<file path="src/rtl/mips_pkg.sv">
// Shared MIPS definitions: reset vector, instruction field positions and the
// instruction word type, used by fetch and the control unit.
package mips_pkg;

    localparam int unsigned XLEN = 32;
    localparam logic [XLEN-1:0] RESET_PC_DEFAULT = 32'h0000_0000;

    localparam int unsigned OPCODE_MSB = 31;
    localparam int unsigned OPCODE_LSB = 26;
    localparam int unsigned RS_MSB     = 25;
    localparam int unsigned RS_LSB     = 21;
    localparam int unsigned RT_MSB     = 20;
    localparam int unsigned RT_LSB     = 16;
    localparam int unsigned RD_MSB     = 15;
    localparam int unsigned RD_LSB     = 11;
    localparam int unsigned FUNC_MSB   = 5;
    localparam int unsigned FUNC_LSB   = 0;
    localparam int unsigned IMM_MSB    = 15;
    localparam int unsigned IMM_LSB    = 0;

    typedef logic [XLEN-1:0] instr_t;

    function automatic logic [5:0] get_opcode(input instr_t instr);
        return instr[OPCODE_MSB:OPCODE_LSB];
    endfunction

    function automatic logic [5:0] get_func(input instr_t instr);
        return instr[FUNC_MSB:FUNC_LSB];
    endfunction

endpackage

</file>
<file path="src/rtl/instr_fetch_queue.sv">
// Synchronous instruction FIFO with push/pop/flush and an occupancy count;
// head entry is read combinationally from storage.
module fetch_queue
    import mips_pkg::*;
#(
    parameter  int unsigned DEPTH = 2,
    localparam int unsigned CW    = $clog2(DEPTH + 1),
    localparam int unsigned PW    = (DEPTH > 1) ? $clog2(DEPTH) : 1
) (
    input  logic          clk,
    input  logic          reset,
    input  logic          push,
    input  instr_t        push_data,
    input  logic          pop,
    input  logic          flush,
    output instr_t        head_data,
    output logic [CW-1:0] count
);

    instr_t        mem_q [DEPTH];
    instr_t        mem_d [DEPTH];
    logic [PW-1:0] wr_ptr_q, wr_ptr_d;
    logic [PW-1:0] rd_ptr_q, rd_ptr_d;
    logic [CW-1:0] count_q, count_d;
    logic          do_push, do_pop;

    function automatic logic [PW-1:0] ptr_inc(input logic [PW-1:0] p);
        return (p == PW'(DEPTH - 1)) ? '0 : p + PW'(1);
    endfunction

    // Push into a full queue is only legal when the head leaves the same cycle.
    always_comb begin
        do_pop   = pop && (count_q != '0);
        do_push  = push && ((count_q != CW'(DEPTH)) || do_pop);
        wr_ptr_d = wr_ptr_q;
        rd_ptr_d = rd_ptr_q;
        count_d  = count_q;
        mem_d    = mem_q;
        if (flush) begin
            wr_ptr_d = '0;
            rd_ptr_d = '0;
            count_d  = '0;
        end else begin
            if (do_push) begin
                mem_d[wr_ptr_q] = push_data;
                wr_ptr_d        = ptr_inc(wr_ptr_q);
            end
            if (do_pop) begin
                rd_ptr_d = ptr_inc(rd_ptr_q);
            end
            count_d = count_q + CW'(do_push) - CW'(do_pop);
        end
    end

    always_ff @(posedge clk) begin
        if (reset) begin
            wr_ptr_q <= '0;
            rd_ptr_q <= '0;
            count_q  <= '0;
        end else begin
            wr_ptr_q <= wr_ptr_d;
            rd_ptr_q <= rd_ptr_d;
            count_q  <= count_d;
        end
    end

    always_ff @(posedge clk) begin
        mem_q <= mem_d;
    end

    always_comb begin
        head_data = mem_q[rd_ptr_q];
        count     = count_q;
    end

endmodule

</file>
<file path="src/rtl/instr_fetch.sv">
// Instruction fetch unit: credit-limited in-order requests to instruction
// memory, a small instruction queue toward decode, and redirect with drop of stale responses.
module instr_fetch
    import mips_pkg::*;
#(
    parameter logic [31:0] RESET_PC = RESET_PC_DEFAULT,
    parameter int unsigned QDEPTH   = 2
) (
    input  logic        clk,
    input  logic        reset,
    output logic        imem_req_valid,
    input  logic        imem_req_ready,
    output logic [31:0] imem_req_addr,
    input  logic        imem_resp_valid,
    input  logic [31:0] imem_resp_data,
    input  logic        redirect_valid,
    input  logic [31:0] redirect_pc,
    output logic        dec_valid,
    input  logic        dec_ready,
    output logic [31:0] dec_instr,
    output logic [31:0] dec_pc,
    output logic [5:0]  opcode,
    output logic [5:0]  func
);

    localparam int unsigned CW = $clog2(QDEPTH + 1);
    localparam int unsigned DW = CW + 1;

    logic [31:0]   fetch_pc_q, fetch_pc_d;
    logic [31:0]   dec_pc_q, dec_pc_d;
    logic [CW-1:0] in_flight_q, in_flight_d;
    logic [DW-1:0] drop_cnt_q, drop_cnt_d;
    logic [CW-1:0] occupancy;
    logic [DW-1:0] credit_used;
    logic [31:0]   redirect_target;
    instr_t        head_instr;
    logic          fire, push, pop;

    // Credit covers both outstanding requests and queued words, so a response always fits.
    always_comb begin
        credit_used     = DW'(in_flight_q) + DW'(occupancy);
        imem_req_valid  = (credit_used < DW'(QDEPTH)) && !reset;
        imem_req_addr   = fetch_pc_q;
        fire            = imem_req_valid && imem_req_ready;
        redirect_target = redirect_pc & 32'hFFFF_FFFC;
        push            = imem_resp_valid && (drop_cnt_q == '0) && !redirect_valid;
        dec_valid       = (occupancy != '0) && !reset;
        pop             = dec_valid && dec_ready && !redirect_valid;
    end

    always_comb begin
        fetch_pc_d  = fetch_pc_q;
        dec_pc_d    = dec_pc_q;
        drop_cnt_d  = drop_cnt_q;
        in_flight_d = in_flight_q + CW'(fire) - CW'(imem_resp_valid);
        if (redirect_valid) begin
            fetch_pc_d = redirect_target;
            dec_pc_d   = redirect_target;
            // Every request still outstanding after this cycle belongs to the old path.
            drop_cnt_d = DW'(in_flight_d);
        end else begin
            if (fire) begin
                fetch_pc_d = fetch_pc_q + 32'd4;
            end
            if (pop) begin
                dec_pc_d = dec_pc_q + 32'd4;
            end
            if (imem_resp_valid && (drop_cnt_q != '0)) begin
                drop_cnt_d = drop_cnt_q - DW'(1);
            end
        end
    end

    always_ff @(posedge clk) begin
        if (reset) begin
            fetch_pc_q  <= RESET_PC;
            dec_pc_q    <= RESET_PC;
            in_flight_q <= '0;
            drop_cnt_q  <= '0;
        end else begin
            fetch_pc_q  <= fetch_pc_d;
            dec_pc_q    <= dec_pc_d;
            in_flight_q <= in_flight_d;
            drop_cnt_q  <= drop_cnt_d;
        end
    end

    fetch_queue #(
        .DEPTH (QDEPTH)
    ) u_fetch_queue (
        .clk       (clk),
        .reset     (reset),
        .push      (push),
        .push_data (imem_resp_data),
        .pop       (pop),
        .flush     (redirect_valid),
        .head_data (head_instr),
        .count     (occupancy)
    );

    always_comb begin
        dec_instr = head_instr;
        dec_pc    = dec_pc_q;
        opcode    = get_opcode(head_instr);
        func      = get_func(head_instr);
    end

endmodule

</file>
<file path="config.mk">
export PLATFORM = sky130hd
export DESIGN_NAME = instr_fetch
export DESIGN_NICKNAME = d
export VERILOG_FILES = /design/src/rtl/mips_pkg.sv /design/src/rtl/instr_fetch_queue.sv /design/src/rtl/instr_fetch.sv
export SDC_FILE = /design/constraint.sdc
export NUM_CORES = 1
export LEC_CHECK = 0
export BUFFER_PORTS_ARGS = -buffer_cell sky130_fd_sc_hd__buf_2
export CORE_AREA = 2 2 131 133
export DETAILED_ROUTE_END_ITERATION = 12
export DIE_AREA = 0 0 133 135
export PLACE_DENSITY_LB_ADDON = 0.08
export SYNTH_ARGS = -nofsm -noshare
export SYNTH_HDL_FRONTEND = slang
export SYNTH_SLANG_ARGS = --single-unit
</file>
<file path="constraint.sdc">
create_clock -name clk -period 3.4 [get_ports clk]
set_input_delay 0.17 -clock clk [delete_from_list [all_inputs] [get_ports clk]]
set_output_delay 0.17 -clock clk [all_outputs]
set_load 0.02 [all_outputs]
</file>
==> summary.txt <==
worst path arrival time - 3.18 ns
ys flop type - dfxtp_1
wire per inst - 17.6 µm
critical path required time - 3.73 ns
YS warnings - 0
Setup CP Type - flip-flop to flip-flop
Worst setup SP type - flip-flop
Detail Route Antenna Nets - 0
Reg power frac - 42.1%
Clock Path Buffers - 2
Cell Pwr Density - 525 nW/µm²
final instance area - 8440 µm²
DRC viols - 0
Post-Syn Instances - 618
GP Congestion - 0.862
top cells by area, synth - edfxtp_1 30%, dfxtp_1 21%, mux2_2 5.9%, o31a_1 2.6%, nand2_1 2.1%
vias per std cell - 5.46
Synth area leader - edfxtp_1
f_max - 351 MHz
crit path time final - 2.85 ns
clock net sink count - 133
worst-margin pin slew - 0.982 ns
pre-CTS WS - 0.589 ns
initial antenna violation count - 0
DIE AREA - 18,000 µm²
layout cells sized above 1 - 32.2%
status - complete, no violations
hpwl dp - 12.9 mm
Core ar. - 16,400 µm²
Total Power - 4.44 mW
First-pass DRT Iterations - 5
VDD IR-drop max - 0.353 mV
Root Driver - clkbuf_16
die height - 135 µm
power share of the combinational group - 13.9%
Max Cap Viol - 0
Initial Util - 39.7%
Sw Ratio - 26.2%
# fillers - 1,529
H-Tree Level Count - 4
Clk Latency, worst-skew pair - 0.42 ns
asr flop ratio synth - 0%
sequential cell area - 3300 µm²
clock transition at the registers of the reported paths - 0.06 ns
Site Rows - 47
Synth Area per Inst - 10.5 µm²
WHS - 0.0471 ns
vias in the first global route - 5,609
period utilization - 83.7%
commonest cells in the netlist - 69 x dfxtp_1, 64 x edfxtp_1, 36 x nand2_1
aggregate global routing overflow - 0
total setup buffers inserted after CTS - 0
max-slew violations - 0
clock power share - 44.0%
setup TNS - 0 ns
Worst Hold Class - primary input to flip-flop
first-pass GRT wire length - 29.2 mm
Tot GR Track Use - 20.6%
Post-synth EDFFs - 64
DR vias - 5,669
largest net degree at the start of global routing - 53
fin cells - 1,038
final wirelength - 18.2 mm
Post-Synthesis Cell Area - 6510 µm²
width of the die - 133 µm
leakage - 3.18 nW
top-count cell post-synth - dfxtp_1
Area after DPL - 7490 µm²
CP max FO - 12
Worst Setup Slack, final - 0.553 ns
Antenna Cells - 0
Synth-to-Final Area Change - 29.7%
post-layout util - 51.5%
Clock Skews - 0.0100 ns
flops & latches, synth - 133
placed cell count - 974
final hold viol count - 0
total CTS buffers - 17
RSZ-0062 raised after global routing - no
crit end category - flip-flop
Seq/Total Area, Yosys - 50.7%
port bufs - 173
Psw - 1.16 mW
IO Pins - 180
initial DRC count - 348
Final nets - 883
Multi-input gate area - 2880 µm²
max_slew headroom - 33.9%
Netlist cell types - 63
Synth top area share - 29.5%
final setup vio count - 0
P_int - 3.27 mW
clock tree from TritonCTS - yes
==> cell type report <==
| class | instances | area share [%] |
|---|---|---|
| flip-flops and latches | 133 | 39.1 |
| multi-input cells | 418 | 34.1 |
| repair buffers | 219 | 15.3 |
| clock buffers | 19 | 5.13 |
| well taps | 220 | 3.26 |
| clock inverters | 13 | 2.31 |
| inverters | 16 | 0.741 |
==> per-layer routing <==
layer,track usage [%],vias to the layer above,part of all wire (%)
li1,-,2738,-
met1,25.8,2716,44
met2,35.0,194,49
met3,4.28,21,5.7
met4,7.71,0,1.4
met5,0,-,0
==> sequential cells by signal (all words and copies together), names as in the netlist <==
name,count
u_fetch_queue.count,2
dec_pc,30
imem_req_addr,30
u_fetch_queue.wr_ptr_q,1
drop_cnt_q,3
in_flight_q,2
u_fetch_queue.mem_q,64
u_fetch_queue.rd_ptr_q,1
==> worst paths after layout <==
path / start / endpoint / slack [ns] / cells past startpoint
max: u_fetch_queue.count[0] / imem_req_addr[22] / 0.55 / 8
min: redirect_pc[23] / dec_pc[23] / 0.05 / 3
max reg2reg: u_fetch_queue.count[0] / imem_req_addr[22] / 0.55 / 8
min reg2reg: u_fetch_queue.rd_ptr_q / u_fetch_queue.rd_ptr_q / 0.51 / 2
==> cell usage in the layout (no fill, tap or decap), types with 6 or more instances in the layout <==
master         count
dfxtp_1           69
o31ai_1            6
or2_2              6
dlygate4sd3_1     32
a21oi_1           10
buf_4             14
nand3_1           21
nor3_1            27
xor2_1             7
edfxtp_1          64
o31a_1            19
or3_1             13
a21boi_0           8
or4_1              9
a31oi_1           12
and4_1            11
nand2_1           36
inv_1             14
a211oi_1          15
nor4_1            18
o21ai_0           26
and3_1             6
nor2_1            27
xnor2_1           12
buf_2            173
mux2_2            34
ha_1               7
nand4_1           18
clkbuf_16         17
o21a_1            15
==> cell families after synthesis <==
group | count (synthesis) | share of synthesized area (%)
compound gates | 139 | 15.2
xor+xnor | 19 | 2.56
fa+ha+maj | 8 | 1.65
buf+inv | 70 | 5.29
flops | 133 | 50.7
mux | 35 | 6.04
other cells | 1 | 0.0576
simple gates | 213 | 18.5
==> power groups by stage <==
stage / logic [mW] / clock network (mW) / registers [mW]
5_1_grt: 0.675 / 2.06 / 1.88
6_report: 0.619 / 1.95 / 1.87
3_5_place_dp: 0.591 / 0 / 1.90
3_3_place_gp: 0.580 / 0 / 1.89
4_1_cts: 0.625 / 2.00 / 1.87
2_1_floorplan: 0.350 / 0 / 1.94
==> critical path, cell delays in order, from the launching register on <==
cell and delay (ns):
dfxtp_1 0.38, and2_1 0.17, fa_1 0.55, nor4b_4 0.38, buf_4 0.23, nand4_1 0.10
buf_4 0.21, or4_1 0.51, a311oi_1 0.25
==> repair_timing <==
action	CTS	global route
hold buffers	32	0
hold endpoints to repair	64	0
resized for setup	0	0
Note: power is estimated with default switching activity, not from simulation.
